### config.mk
export PLATFORM = sky130hd
export DESIGN_NAME = encode_interp
export DESIGN_NICKNAME = d
export VERILOG_FILES = /design/src/rtl/encode_pkg.sv /design/src/rtl/encode_axis_interp.sv /design/src/rtl/encode_interp.sv
export SDC_FILE = /design/constraint.sdc
export NUM_CORES = 2
export LEC_CHECK = 0
export ABC_AREA = 1
export CORE_MARGIN = 2
export CORE_UTILIZATION = 59
export CTS_CLUSTER_SIZE = 10
export DETAILED_ROUTE_END_ITERATION = 12
export PLACE_DENSITY = 0.77
export REMOVE_ABC_BUFFERS = 1
export SLEW_MARGIN = 25
export SYNTH_ARGS = -nofsm -noshare
export SYNTH_HDL_FRONTEND = slang
export SYNTH_SLANG_ARGS = --single-unit
### constraint.sdc
create_clock -name clk_i -period 5.77 [get_ports clk_i]
set_input_delay 1.154 -clock clk_i [delete_from_list [all_inputs] [get_ports clk_i]]
set_output_delay 1.154 -clock clk_i [all_outputs]
set_load 0.05 [all_outputs]
### src/rtl/encode_pkg.sv
// encode_pkg: shared widths, fixed-point accumulator type and reciprocal helper for encode_interp
package encode_pkg;
  localparam int ENCODE_WID = 32;
  localparam int EXTEND_WIDTH = 20;
  localparam int MASK = 18;
  localparam int PROD_WID = ENCODE_WID + 40;
  typedef logic signed [ENCODE_WID+EXTEND_WIDTH-1:0] acc_t;
  function automatic logic [63:0] calc_recip(input int unit, input int dot, input int gap, input int ext);
    logic [63:0] n;
    n = 64'(unit * dot / gap);
    return ((64'd1 << (ext + 16)) + (n >> 1)) / n;
  endfunction
endpackage

### src/rtl/encode_axis_interp.sv
// encode_axis_interp: one axis of coarse-to-fine interpolation (delta, pipelined step multiply, accumulator)
module encode_axis_interp
  import encode_pkg::*;
#(
  parameter int WRAP_WID = 0,
  parameter int FIRST_DELTA = 0,
  parameter logic [63:0] RECIP = 64'd0,
  localparam int IW = WRAP_WID > 0 ? WRAP_WID : ENCODE_WID
) (
  input  logic                  clk,
  input  logic                  rst,
  input  logic                  load,
  input  logic                  snap,
  input  logic                  tick,
  input  logic [ENCODE_WID-1:0] sample,
  output logic [IW-1:0]         pos,
  output logic                  wrap
);
  localparam int AW = IW + EXTEND_WIDTH;
  localparam logic signed [PROD_WID-1:0] PROD0 = PROD_WID'(FIRST_DELTA) * PROD_WID'(RECIP);
  logic [ENCODE_WID-1:0] prev;
  logic signed [ENCODE_WID-1:0] delta;
  logic signed [PROD_WID-1:0] prod;
  acc_t step;
  logic [AW-1:0] acc;
  logic [AW:0] sum;
  logic signed [IW-1:0] dn, ds;
  logic [IW-1:0] smp;
  assign smp = sample[IW-1:0];
  assign dn = IW'(sample - prev);
  assign ds = IW'(sample - ENCODE_WID'(pos));
  assign sum = {1'b0, acc} + (AW+1)'(step);
  assign pos = acc[AW-1:EXTEND_WIDTH];
  // snap wraps when the shortest modular move from the current position crosses 0
  assign wrap = (WRAP_WID > 0) && (snap ? (ds < 0 ? smp > pos : smp < pos) : tick && sum[AW]);
  always_ff @(posedge clk) begin
    if (rst) begin
      prev <= '0;
      delta <= ENCODE_WID'(FIRST_DELTA);
      prod <= PROD0;
      step <= acc_t'(PROD0 >>> 16);
      acc <= '0;
    end else begin
      prod <= PROD_WID'(delta) * PROD_WID'(RECIP);
      step <= acc_t'(prod >>> 16);
      if (load || snap) begin
        acc <= {smp, EXTEND_WIDTH'(0)};
        prev <= sample;
      end else if (tick) acc <= sum[AW-1:0];
      if (snap) delta <= ENCODE_WID'(dn);
    end
  end
endmodule

### src/rtl/encode_interp.sv
// encode_interp: interpolates coarse W/X encoder samples into an evenly spaced fine position stream
module encode_interp
  import encode_pkg::*;
#(
  parameter int FIRST_DELTA_WENCODE = 4,
  parameter int FIRST_DELTA_XENCODE = 512,
  parameter int UNIT_INTER = 2500,
  parameter int DELTA_UPDATE_DOT = 4,
  parameter int DELTA_UPDATE_GAP = 5
) (
  input  logic                  clk_i,
  input  logic                  rst_i,
  input  logic                  encode_update_i,
  input  logic [ENCODE_WID-1:0] encode_w_i,
  input  logic [ENCODE_WID-1:0] encode_x_i,
  output logic                  wafer_zero_flag_o,
  output logic                  precise_encode_en_o,
  output logic [ENCODE_WID-1:0] precise_encode_w_o,
  output logic [ENCODE_WID-1:0] precise_encode_x_o
);
  localparam int N = UNIT_INTER * DELTA_UPDATE_DOT / DELTA_UPDATE_GAP;
  localparam logic [63:0] RECIP = calc_recip(UNIT_INTER, DELTA_UPDATE_DOT, DELTA_UPDATE_GAP, EXTEND_WIDTH);
  localparam int GW = $clog2(DELTA_UPDATE_GAP);
  localparam int TW = $clog2(N + 1);
  logic [GW-1:0] gap_cnt;
  logic [TW-1:0] tick_cnt;
  logic started, tick, load, snap, w_wrap, unused_x_wrap;
  logic [MASK-1:0] w_pos;
  assign load = encode_update_i && !started;
  assign snap = encode_update_i && started;
  // an update pulse always wins over a tick in the same cycle
  assign tick = started && !encode_update_i && gap_cnt < GW'(DELTA_UPDATE_DOT) && tick_cnt < TW'(N);
  assign precise_encode_w_o = ENCODE_WID'(w_pos);
  always_ff @(posedge clk_i) begin
    if (rst_i) begin
      gap_cnt <= '0;
      tick_cnt <= '0;
      started <= 1'b0;
      precise_encode_en_o <= 1'b0;
      wafer_zero_flag_o <= 1'b0;
    end else begin
      gap_cnt <= (encode_update_i || gap_cnt == GW'(DELTA_UPDATE_GAP - 1)) ? '0 : gap_cnt + 1'b1;
      tick_cnt <= encode_update_i ? '0 : tick_cnt + TW'(tick);
      started <= started || encode_update_i;
      precise_encode_en_o <= encode_update_i || tick;
      wafer_zero_flag_o <= w_wrap;
    end
  end
  encode_axis_interp #(.WRAP_WID(MASK), .FIRST_DELTA(FIRST_DELTA_WENCODE), .RECIP(RECIP)) u_w (
    .clk(clk_i), .rst(rst_i), .load(load), .snap(snap), .tick(tick),
    .sample(encode_w_i), .pos(w_pos), .wrap(w_wrap)
  );
  encode_axis_interp #(.WRAP_WID(0), .FIRST_DELTA(FIRST_DELTA_XENCODE), .RECIP(RECIP)) u_x (
    .clk(clk_i), .rst(rst_i), .load(load), .snap(snap), .tick(tick),
    .sample(encode_x_i), .pos(precise_encode_x_o), .wrap(unused_x_wrap)
  );
endmodule

## Word level (Yosys, flattened, before mapping)

Index checks and enable logic that the tools add are counted.

| word-level totals | value |
|---|---|
| bits in registers | 419 |
| bits in latches | 0 |
| memory bits (writable) | 0 |
| ROM bits | 0 |
| input port bits | 67 |
| output and inout port bits | 66 |
| word-level logic and storage cells | 54 |
| memories kept | 0 |

| operators by class | value |
|---|---|
| $add $sub $neg | 7 |
| multiply operators | 2 |
| divide/modulo/power cells | 0 |
| magnitude comparators | 5 |
| equality and inequality tests | 1 |
| shifts and indexed selects | 0 |
| muxes and demuxes | 6 |
| bitwise logic cells | 0 |
| reductions and logical operators | 16 |

Operators by type and width:

| kind | count |
|---|---|
| $mux 52 | 2 |
| $mux 38 | 2 |
| $mul 72x25->54 const B | 1 |
| $mul 72x25->67 const B | 1 |
| $add 52x52->52 | 1 |
| $add 38x39->39 | 1 |
| $sub 18x18->18 | 2 |
| $sub 32x32->32 | 1 |
| $gt 18x18->1 | 1 |
| $lt 18x1->1 const B | 1 |
| $lt 18x18->1 | 1 |
| $add 11x1->11 | 1 |
| $lt 11x11->1 const B | 1 |
| $logic_and 1x1->1 | 6 |
| $reduce_or 2->1 | 3 |
| $logic_or 1x1->1 | 4 |
| $add 3x1->3 const B | 1 |
| $eq 3x3->1 const B | 1 |
| $lt 3x3->1 const B | 1 |
| $logic_not 1->1 | 2 |
| $mux 1 | 2 |
| $reduce_bool 2->1 | 1 |

## Depth between registers and ports, before layout

| logic depth | value |
|---|---|
| depth in word-level cells | 6 |
| mapped depth | 28 |
| depth with buffers taken out | 27 |

## Cells and area by module

Synthesis repeated with hierarchy kept, for this count alone.

| second synthesis, totals | value |
|---|---|
| cells, all modules | 6997 |
| area, all modules | 49382.4 µm² |

Modules (own cells, without submodules):

| module | instances | cells each | area each (µm²) | seq. area each (µm²) |
|---|---|---|---|---|
| encode_axis_interp (u_x) | 1 | 4175 | 29314.4 | 4404.2 |
| encode_axis_interp (u_w) | 1 | 2701 | 19175.9 | 3042.9 |
| encode_interp | 1 | 121 | 892.1 | 340.3 |

## Least setup slack after synthesis

Ideal clock, no wire load.

| path | value |
|---|---|
| path kind | reg-to-reg |
| from | register u_w.delta[17] (netlist name) |
| to | register u_w.prod[47] |
| setup time | 0.135 ns |
| data arrival time | 5.567 ns |
| required time | 5.635 ns |
| path slack | 0.067 ns |
| stages on the path, launching flop included | 23 |
| buffers on the path | 0 |
| clock period less this slack | 5.703 ns |
| path through | dfxtp_1 > ha_1 > inv_1 > fa_1 > ha_1 > fa_1 > fa_1 > fa_1 > inv_1 > fa_1 > inv_1 > ha_1 > nand2_1 > nor2_1 > inv_1 > nor2_1 > inv_1 > nor2_1 > nand3_1 > nand3_2 > nand2_1 > nand2_2 > nor2_1 |

| between the ends | value |
|---|---|
| longest elaborated chain between the ends | 1 |

Ends and longest elaborated chain:

| item | RTL line | RTL |
|---|---|---|
| $mul 72x25->54 | encode_axis_interp.sv:44 | `prod <= PROD_WID'(delta) * PROD_WID'(RECIP);` |
| end signal: assignment | encode_axis_interp.sv:44 |  |
| end: declaration | encode_axis_interp.sv:23 | `logic signed [PROD_WID-1:0] prod;` |

No other way between the ends.
A chain may end at the register's enable or synchronous reset.

## Worst setup path after layout

| path | value |
|---|---|
| from | register u_x.delta[13] |
| to | register u_x.prod[40] |

| between the ends | value |
|---|---|
| longest elaborated chain between the ends | 1 |

Ends and longest elaborated chain:

| item | RTL line | RTL |
|---|---|---|
| start: declaration | encode_axis_interp.sv:22 | `logic signed [ENCODE_WID-1:0] delta;` |
| start signal: assignment | encode_axis_interp.sv:39 | `delta <= ENCODE_WID'(FIRST_DELTA);` |
| start signal: assignment | encode_axis_interp.sv:50 | `if (snap) delta <= ENCODE_WID'(dn);` |
| $mul 72x25->67 | encode_axis_interp.sv:44 |  |
| end signal: assignment | encode_axis_interp.sv:44 |  |
| end: declaration | encode_axis_interp.sv:23 |  |

No other way between the ends.

==> metrics <==
pin slew with the least headroom to its limit 807 ps; antenna violation net count after detailed routing 0; Layout Nets 8147; Finished Layout Cells 8035; worst-path maximum fanout 7; Max-cap violations 0; Clock Latency Late Sink 640 ps; library cell occupying the most area in the post-synthesis netlist ha_1; total via count in the routed design 43900; Die Width slightly below 300 um; core outline area 80500 um^2; headroom to the max-slew limit 0.462; wire length of the first global-routing pass 235000 um; top cells by area, synth ha_1, fa_1, dfxtp_1; basic-gate share of the synthesized area counting and, or, nand and nor cells 0.216; kind of start point of the critical path register; number of synthesized flops with an enable pin 0; Largest delay share family, worst path adder cells; DP Cell Count 7953; RSZ-0062 raised after global routing true; instance count of the mapped netlist 6671; Final Util 0.670; number of buffers added to fix hold violations after cts 0; Remaining DRCs 0; ys async rst share 0; clock transition time at the flip-flop clock pins of the worst setup and hold paths 60 ps; total iterations of the first detailed-routing run 6; register bit count reported by yosys 389; area of the multi-input gates 34800 um^2; mean instance size in the synthesized netlist 7.20 um^2; fraction of synthesized area in multiplexers 0.000651; fin. max-slew vios 0; portion of total power attributed to sequential cells 0.143; Cell Rows roughly 100; total routing resource utilization after global routing 0.367; filler instances between 7000 and 8000; layout cell share with drive strength beyond 1 0.0945; main combinational cell family by area after synthesis adder cells; sequential-to-total area share from yosys stat 0.162; maximum clock insertion buffer count 3; Sw Share 0.520; Reg2Reg Setup Slack 140 ps; worst IR drop on VDD between 0.5 and 0.6 mV; total count of hold-check failures in the final report 0; fraction of the mapped netlist area in adder cells 0.359; CTS sink count 389; number of buffers added by the clock tree synthesis step 50; maximum number of pins on one net before global-route repair 121; design internal power 0.0115 W; Critical Path End Type register; worst min-delay path category reg2reg; Clock H-tree levels 2; antenna violations before repair 7; dominant cell type by count on the critical path fa_1; final-report setup violation count 0; sum of net half-perimeters after detailed placement 131000 um; critical path's largest stage delay 600 ps; crit path cell chain buf_12 -> ha_1 -> fa_1 -> ha_4 -> fa_2 -> fa_1 -> fa_1 -> inv_1 -> fa_1 -> inv_1 -> ha_1 -> buf_4 -> nand2_2 -> nor2_2 -> buf_4 -> nand2_1 -> o21bai_1 -> nand2_1 -> nand2_1 -> nand3_1 -> xor2_1 -> buf_4 -> nor2_1; initial drt markers 3637; die area 83700 um^2; reported leakage power 29.3 nW; category of the critical setup timing path reg2reg; result of the run finished, final reports clean; TritonCTS clock tree yes; global route overflow 0; vias in the first global route 41600; Logic pwr share 0.734; Tmin final 5630 ps; wire length after detailed routing roughly 160000 um; CTS root buf clkbuf_16; area added between synthesis and finish 12.4%; number of warnings issued by yosys 0; sequential cell area 7840 um^2; final estimated routing congestion in global placement 1.00; Arr. time, crit path 6080 ps; Die Span Y between 200 and 300 um; XOR/XNOR Fraction of Synth Area 0.0275; number of vias per cell after detailed routing 5.46; fraction of the mapped netlist area in compound gates 0.105; most instantiated flip-flop cell in the synthesis netlist dfxtp_1; maximum clock rate 0.178 GHz; share of total power in the clock network 0.124; buffers plus inverters on the worst setup path 6; cell with the biggest individual delay on the critical path fa_1; Net Sw Power 0.0125 W; power per cell area about 440 nW/um^2; routed length per placed instance roughly 19 um; period utilization 0.976; Worst Path Required slightly above 6000 ps; ports placed on the boundary 133; top-area cell type share of the netlist area 0.186; Netlist Area Pre-Place 48000 um^2; Initial Util 0.596; count of buffers inserted at the top-level ports approximately 100; count of distinct cell types in the synthesized netlist 53; Max Clock Skew 55.6 ps
power by group through the flow:
stage | Sequential (W) | Clock [W] | Combinational, W
6_report | 0.00342 | 0.00297 | 0.0176
2_1_floorplan | 0.00344 | 0 | 0.00917
3_3_place_gp | 0.00345 | 0 | 0.0153
4_1_cts | 0.00340 | 0.00300 | 0.0156
5_1_grt | 0.00344 | 0.00310 | 0.0192
3_5_place_dp | 0.00346 | 0 | 0.0155
metrics by stage:
stage	hold WS [ps]	area (um^2)	TNS, ps	worst slack [ps]	total power (W)
2_1_floorplan	388	47100	-2700	-204	0.0126
5_1_grt	418	54000	-163	-40.1	0.0257
4_1_cts	396	53200	0	4.80	0.0221
6_report	395	54000	0	140	0.0240
3_5_place_dp	392	51600	-247	-127	0.0189
3_3_place_gp	389	51600	-163	-163	0.0188
worst min-delay path: cells and delay by family (launching register included):
family,cells,cell delay [ps]
flops,1,290
buf+inv,1,40
simple gates,1,30
final timing paths:
| path | cells after the start | to | start |
|---|---|---|---|
| worst max register to register | 23 | u_x.prod[40] | u_x.delta[13] |
| worst min-delay path | 2 | u_x.step[3] | u_x.prod[19] |
| worst min register to register | 2 | u_x.step[3] | u_x.prod[19] |
| worst max-delay path | 23 | u_x.prod[40] | u_x.delta[13] |
Yosys cell counts, types with 31 or more instances:
library cell,count
inv_1,1378
nand2_1,1375
ha_1,713
nor2_1,703
fa_1,415
a21oi_1,399
dfxtp_1,389
o21ai_0,265
nand3_1,253
xor2_1,121
buf_4,68
clkbuf_1,53
a21o_1,50
o22ai_1,46
nor3_1,45
o21ai_1,32
inv_2,31
nand4_1,31
cell families (layout without fill, tap and decap cells):
kind of cell / count (synthesis) / after routing
flops: 389 / 389
other cells: 1 / 16
buf+inv: 1565 / 1854
mux: 3 / 3
compound gates: 911 / 911
xor+xnor: 151 / 151
fa+ha+maj: 1128 / 1128
simple gates: 2523 / 2523
placed cells by master (no fill, tap or decap), types with 21 or more instances in the layout:
cell type and instances:
nor2_1 669, a21oi_2 64, dfxtp_1 363, nand3_1 247
buf_4 251, ha_4 25, o21bai_1 30, nand2_1 1361
fa_1 413, o21ai_1 48, a21o_1 50, ha_1 675
nand4_1 31, xor2_1 121, o22ai_1 46, nor2_2 49
o21ai_0 241, a21oi_1 358, nor3_1 45, or2_2 21
clkbuf_16 51, xnor2_1 30, clkdlybuf4s50_1 102, inv_1 1373
nand2_2 21, inv_2 34
what timing repair did:
| item | 4_1_cts | 5_1_grt |
|---|---|---|
| pin swaps | 2 | 35 |
| setup endpoints to repair | 23 | 77 |
| cloned | 0 | 0 |
| setup buffers | 2 | 5 |
| resized for setup | 12 | 218 |
sequential cells by signal, summed over array words and instances (netlist names):
name / cells
u_w.step: 39
u_x.prev: 32
u_w.delta: 18
u_x.prod: 52
u_x.delta: 32
u_x.step: 52
u_w.prev: 18
tick_cnt: 11
u_w.prod: 39
wafer_zero_flag_o: 1
gap_cnt: 3
u_x.acc: 52
started: 1
u_w.acc: 38
precise_encode_en_o: 1
layout make-up:
class | count | area share
flip-flops and latches | 389 | 0.145
well taps | 1060 | 0.0246
repair buffers | 370 | 0.0591
multi-input cells | 4730 | 0.645
clock buffers | 59 | 0.0251
clock inverters | 14 | 0.00292
inverters | 1411 | 0.0982
diodes | 2 | 0.0000927
metal layers:
metal | track usage | part of all wire | vias up
met5 | 0 | 0.000096 | -
li1 | - | - | 21300
met4 | 0.0914 | 0.026 | 2
met3 | 0.0522 | 0.081 | 237
met1 | 0.550 | 0.47 | 20800
met2 | 0.554 | 0.43 | 1549
No activity file was read; power rests on OpenSTA's default activity.
